File: config.mk
export PLATFORM = sky130hd
export DESIGN_NAME = button_conditioner
export DESIGN_NICKNAME = d
export VERILOG_FILES = /design/src/rtl/button_conditioner.sv
export SDC_FILE = /design/constraint.sdc
export NUM_CORES = 1
export LEC_CHECK = 0
export ABC_AREA = 0
export BUFFER_PORTS_ARGS = -buffer_cell sky130_fd_sc_hd__buf_2
export CAP_MARGIN = 20
export CORE_ASPECT_RATIO = 1.5
export CORE_UTILIZATION = 45
export DETAILED_ROUTE_END_ITERATION = 12
export HOLD_SLACK_MARGIN = 0.08
export PLACE_DENSITY = 0.62
export SLEW_MARGIN = 0
export SYNTH_ARGS = -nofsm -noshare
export SYNTH_HDL_FRONTEND = slang
export SYNTH_SLANG_ARGS = --single-unit
File: constraint.sdc
create_clock -name clk -period 3.4 [get_ports clk]
set_clock_uncertainty 0.2 [all_clocks]
set_input_delay 0.68 -clock clk [delete_from_list [all_inputs] [get_ports clk]]
set_output_delay 0.68 -clock clk [all_outputs]
set_load 0.1 [all_outputs]
File: src/rtl/button_conditioner.sv
// Per-channel conditioning of raw active-low push buttons: two-flop synchronizer,
// debounce counter, and press/auto-repeat pulse FSM. All outputs are registered.
module button_conditioner #(
    parameter int               WIDTH           = 3,
    parameter int               DEBOUNCE_CYCLES = 500000,
    parameter int               REPEAT_DELAY    = 25000000,
    parameter int               REPEAT_PERIOD   = 5000000,
    parameter logic [WIDTH-1:0] REPEAT_MASK     = 3'b011
) (
    input  logic             clk,
    input  logic             reset,
    input  logic [WIDTH-1:0] button_n,
    output logic [WIDTH-1:0] pressed,
    output logic [WIDTH-1:0] pulse
);

    localparam int DB_W    = $clog2(DEBOUNCE_CYCLES + 1);
    localparam int TMR_MAX = (REPEAT_DELAY > REPEAT_PERIOD) ? REPEAT_DELAY : REPEAT_PERIOD;
    localparam int TMR_W   = $clog2(TMR_MAX + 1);

    localparam logic [DB_W-1:0]  DB_LIMIT     = DB_W'(DEBOUNCE_CYCLES);
    localparam logic [TMR_W-1:0] DELAY_LIMIT  = TMR_W'(REPEAT_DELAY);
    localparam logic [TMR_W-1:0] PERIOD_LIMIT = TMR_W'(REPEAT_PERIOD);

    localparam logic [1:0] ST_RELEASED    = 2'd0;
    localparam logic [1:0] ST_HOLD_WAIT   = 2'd1;
    localparam logic [1:0] ST_HOLD_REPEAT = 2'd2;

    genvar gi;
    generate
        for (gi = 0; gi < WIDTH; gi = gi + 1) begin : g_chan
            logic             sync1_q, sync2_q;
            logic             s;
            logic [DB_W-1:0]  db_cnt_q, db_cnt_d;
            logic             pressed_q, pressed_d;
            logic [1:0]       state_q, state_d;
            logic [TMR_W-1:0] timer_q, timer_d, timer_inc;
            logic             pulse_q, pulse_d;

            assign s = ~sync2_q;

            // Accept the new level only on the cycle after the counter has
            // already seen DEBOUNCE_CYCLES consecutive disagreeing samples.
            always_comb begin
                db_cnt_d  = '0;
                pressed_d = pressed_q;
                if (s != pressed_q) begin
                    if (db_cnt_q >= DB_LIMIT) begin
                        pressed_d = s;
                    end else begin
                        db_cnt_d = db_cnt_q + 1'b1;
                    end
                end
            end

            assign timer_inc = (timer_q == '1) ? timer_q : timer_q + 1'b1;

            // FSM keys off the next debounced level so the press pulse lines
            // up with the rising edge of pressed; release always wins.
            always_comb begin
                state_d = state_q;
                timer_d = timer_q;
                pulse_d = 1'b0;
                if (!pressed_d) begin
                    state_d = ST_RELEASED;
                    timer_d = '0;
                end else begin
                    case (state_q)
                        ST_RELEASED: begin
                            state_d = ST_HOLD_WAIT;
                            timer_d = '0;
                            pulse_d = 1'b1;
                        end
                        ST_HOLD_WAIT: begin
                            if (REPEAT_MASK[gi]) begin
                                if (timer_inc >= DELAY_LIMIT) begin
                                    state_d = ST_HOLD_REPEAT;
                                    timer_d = '0;
                                    pulse_d = 1'b1;
                                end else begin
                                    timer_d = timer_inc;
                                end
                            end else if (timer_q < DELAY_LIMIT) begin
                                timer_d = timer_inc;
                            end
                        end
                        ST_HOLD_REPEAT: begin
                            if (timer_inc >= PERIOD_LIMIT) begin
                                timer_d = '0;
                                pulse_d = 1'b1;
                            end else begin
                                timer_d = timer_inc;
                            end
                        end
                        default: begin
                            state_d = ST_RELEASED;
                            timer_d = '0;
                        end
                    endcase
                end
            end

            always_ff @(posedge clk) begin
                if (reset) begin
                    sync1_q   <= 1'b1;
                    sync2_q   <= 1'b1;
                    db_cnt_q  <= '0;
                    pressed_q <= 1'b0;
                    state_q   <= ST_RELEASED;
                    timer_q   <= '0;
                    pulse_q   <= 1'b0;
                end else begin
                    sync1_q   <= button_n[gi];
                    sync2_q   <= sync1_q;
                    db_cnt_q  <= db_cnt_d;
                    pressed_q <= pressed_d;
                    state_q   <= state_d;
                    timer_q   <= timer_d;
                    pulse_q   <= pulse_d;
                end
            end

            assign pressed[gi] = pressed_q;
            assign pulse[gi]   = pulse_q;
        end
    endgenerate

endmodule

==> results.sh <==
export IMPL_outcome="complete, no violations"
export IMPL_maxSlewHeadroom_pct=57.2
export IMPL_grt_first_pass_wirelength_mm=25.9
export IMPL_core_area_um2=14500
export IMPL_path_delay_family="simple AND/OR/NAND/NOR gates"
export IMPL_wl_mm=15.4
export IMPL_avgSynthCellArea_um2=8.37
export IMPL_rrSetupSlack_ns=0.14
export IMPL_hold_path_class="register to register"
export IMPL_antenna_found_initial=0
export IMPL_placementRows=54
export IMPL_synthCells=794
export IMPL_pre_cts_slack_ns=-0.0277
export IMPL_slew_viol_final=0
export IMPL_syn_num_nets=815
export IMPL_num_vias=5839
export IMPL_rsz0062_at_grt="no"
export IMPL_hold_viol_final=0
export IMPL_route_met2_wl_mm=8.08
export IMPL_grt_max_degree=26
export IMPL_finalSetupViolCount=0
export IMPL_fin_ws_ns=0.140
export IMPL_peakVddDrop_mv=0.341
export IMPL_finalCritPeriodShare_pct=95.9
export IMPL_clock_tree_root_cell="clkbuf_16"
export IMPL_antenna_left=0
export IMPL_drc_errors=0
export IMPL_setup_worst_path_start="g_chan[1].timer_q[6]"
export IMPL_maxCapViolations=0
export IMPL_multi_input_area_um2=3940
export IMPL_layout_common_cells="dfxtp_1, nor2_1, buf_4"
export IMPL_dieArea_um2=15300
export IMPL_firstDrtPassIters=4
export IMPL_p_total_w=0.00348
export IMPL_synth_area_um2=6650
export IMPL_worstPathArrival_ns=3.40
export IMPL_timing_rr_end="g_chan[1].timer_q[7]"
export IMPL_path_clk_slew_ns=0.06
export IMPL_cts_buffer_depth=2
export IMPL_layout_commonest_cell="dfxtp_1"
export IMPL_io_pins=11
export IMPL_p_leak_nw=2.85
export IMPL_crit_slowest_cell="or4_4"
export IMPL_drt_iter0_drc=213
export IMPL_diodes=0
export IMPL_layout_cells_non_filler=1067
export IMPL_die_h_um=151
export IMPL_regArea_um2=2490
export IMPL_holdWs_ns=0.194
export IMPL_die_x_um=101
export IMPL_cts_tree="built"
export IMPL_synth_ff_type="dfxtp_1"
export IMPL_ys_types=70
export IMPL_dp_hpwl_mm=11.2
export IMPL_first_global_vias=5795
export IMPL_min_path_cells=1
export IMPL_seq_area_frac_synth_pct=37.3
export IMPL_cts_made_buffers=17
export IMPL_numPortBuffers=10
export IMPL_reg2regPathDepth=13
export IMPL_crit_required_ns=3.54
export IMPL_max_freq_ghz=0.307
export IMPL_dp_cells=1033
export IMPL_wirelength_met1_mm=6.31
export IMPL_dr_wl_met3_um=358
export IMPL_drive_gt1_share_pct=21.1
export IMPL_startpoint_type="register"
export IMPL_ys_seq_elements=124
export IMPL_worstMarginPinSlew_ns=0.642
export IMPL_worstSetupPathType="register to register"
export IMPL_h_tree_depth=4
export IMPL_min_period_ns=3.26
export IMPL_vias_per_cell=5.47
export IMPL_clk_latency_ns=0.42
export IMPL_grt_util_all_layers_pct=21.4
export IMPL_slowest_delay_ns=0.57
export IMPL_crit_buf_inv=3
export IMPL_finalSetupTns_ns=0
export IMPL_async_flop_share_pct=0
export IMPL_nets=879
export IMPL_start_util_pct=46.0
export IMPL_gp_congestion=0.943
export IMPL_overflow=0
export IMPL_num_fill_cells=1361
export IMPL_cts_hold_buf=0
export IMPL_crit_cells=13
export IMPL_cts_sinks=124
export IMPL_reg2reg_from="g_chan[1].timer_q[6]"
export IMPL_worstHoldStart="g_chan[2].state_q[0]"
export IMPL_top_layer_used="met4"
export IMPL_yosys_warnings=0
export IMPL_area_delta_synth_final_pct=21.2
export IMPL_wl_per_cell_um=14.4
export IMPL_min_to="g_chan[2].pulse_q"
export IMPL_crit_path_end_kind="register"
export IMPL_cp_max_fo=13
export IMPL_crit_chain="nand4_4, or4_4, buf_4, nor2_4, nor4b_2, buf_4, xnor2_2, o211ai_1, a41o_2, a211o_1, o31a_4, buf_12, nor2_1"
export IMPL_power_density_nw_per_um2=432
export IMPL_cp_common_cell="buf_4"
export IMPL_synth_edff_count=0
## state kept, by name (all words and copies together) (netlist names)
register,cells
g_chan.db_cnt_q,57
g_chan.timer_q,50
g_chan.state_q,5
g_chan.pressed_q,3
g_chan.pulse_q,3
g_chan.sync1_q,3
g_chan.sync2_q,3
## Yosys cell counts, drive strengths merged, types with 8 or more instances
master  instances  share of area [%]
o211ai          8               0.90
nand2          61                3.4
clkbuf         16               0.96
o21ai          15                1.1
nand4          29                3.0
and2           11                1.0
mux2i           8                1.2
dfxtp         124                 37
ha             16                3.0
a21oi          30                2.3
nor2          126                7.7
xnor2          37                5.1
nor3           27                2.3
or3            11                1.1
inv            31                1.8
buf            18                2.2
xor2           50                6.7
a31oi           9               0.85
or2            10               0.94
nand3          45                3.5
and3           21                2.0
and4           10                1.4
nor4           16                1.7
## worst max path at each step
stage                             to
3_3_place_gp    g_chan[1].timer_q[1]
4_1_cts         g_chan[1].timer_q[0]
3_5_place_dp   g_chan[0].timer_q[13]
5_1_grt        g_chan[0].timer_q[14]
2_1_floorplan   g_chan[1].timer_q[6]
6_report        g_chan[1].timer_q[7]
## cell type report
type	count	share of cell area, %
repair buffers	79	7.52
multi-input cells	605	49.0
inverters	31	1.44
clock inverters	15	2.86
well taps	196	3.04
clock buffers	17	5.28
flip-flops and latches	124	30.9
## power by group
group	internal, W	switching (W)
clock	0.00126	0.000745
sequential	0.00146	0.00000264
combinational	0.00000562	0.0000105
## metrics by stage
stage / util (%) / instance area (µm²)
after floorplan: - / 6650
after global placement: 50.3 / 7270
after detailed placement: 50.3 / 7270
after CTS: 55.0 / 7950
after global routing: 55.7 / 8050
final: 55.7 / 8050
## timing repair
action | CTS | global route
hold endpoints to repair | 0 | 0
gates resized for setup | 3 | 27
pin swaps | 0 | 5
setup endpoints to repair | 40 | 54
buffers inserted | 0 | 2
## routing by layer
layer / track usage (%) / vias to the layer above
li1: - / 2931
met1: 22.1 / 2762
met2: 39.4 / 99
met3: 4.52 / 47
met4: 12.5 / 0
met5: 0 / -
## logic make-up (layout without fill, tap and decap cells)
| kind of cell | after synthesis | in the layout | share of synthesized area [%] |
|---|---|---|---|
| xor gates and xnor gates | 87 | 87 | 11.8 |
| AOI/OAI and AO/OA | 107 | 107 | 11.4 |
| DFF | 124 | 124 | 37.3 |
| adders and majority gates | 16 | 16 | 3.01 |
| and+or+nand+nor | 385 | 385 | 29.9 |
| muxes | 10 | 10 | 1.54 |
| buffers and inverters | 65 | 142 | 4.95 |
Power figures use the tool's default switching activity.
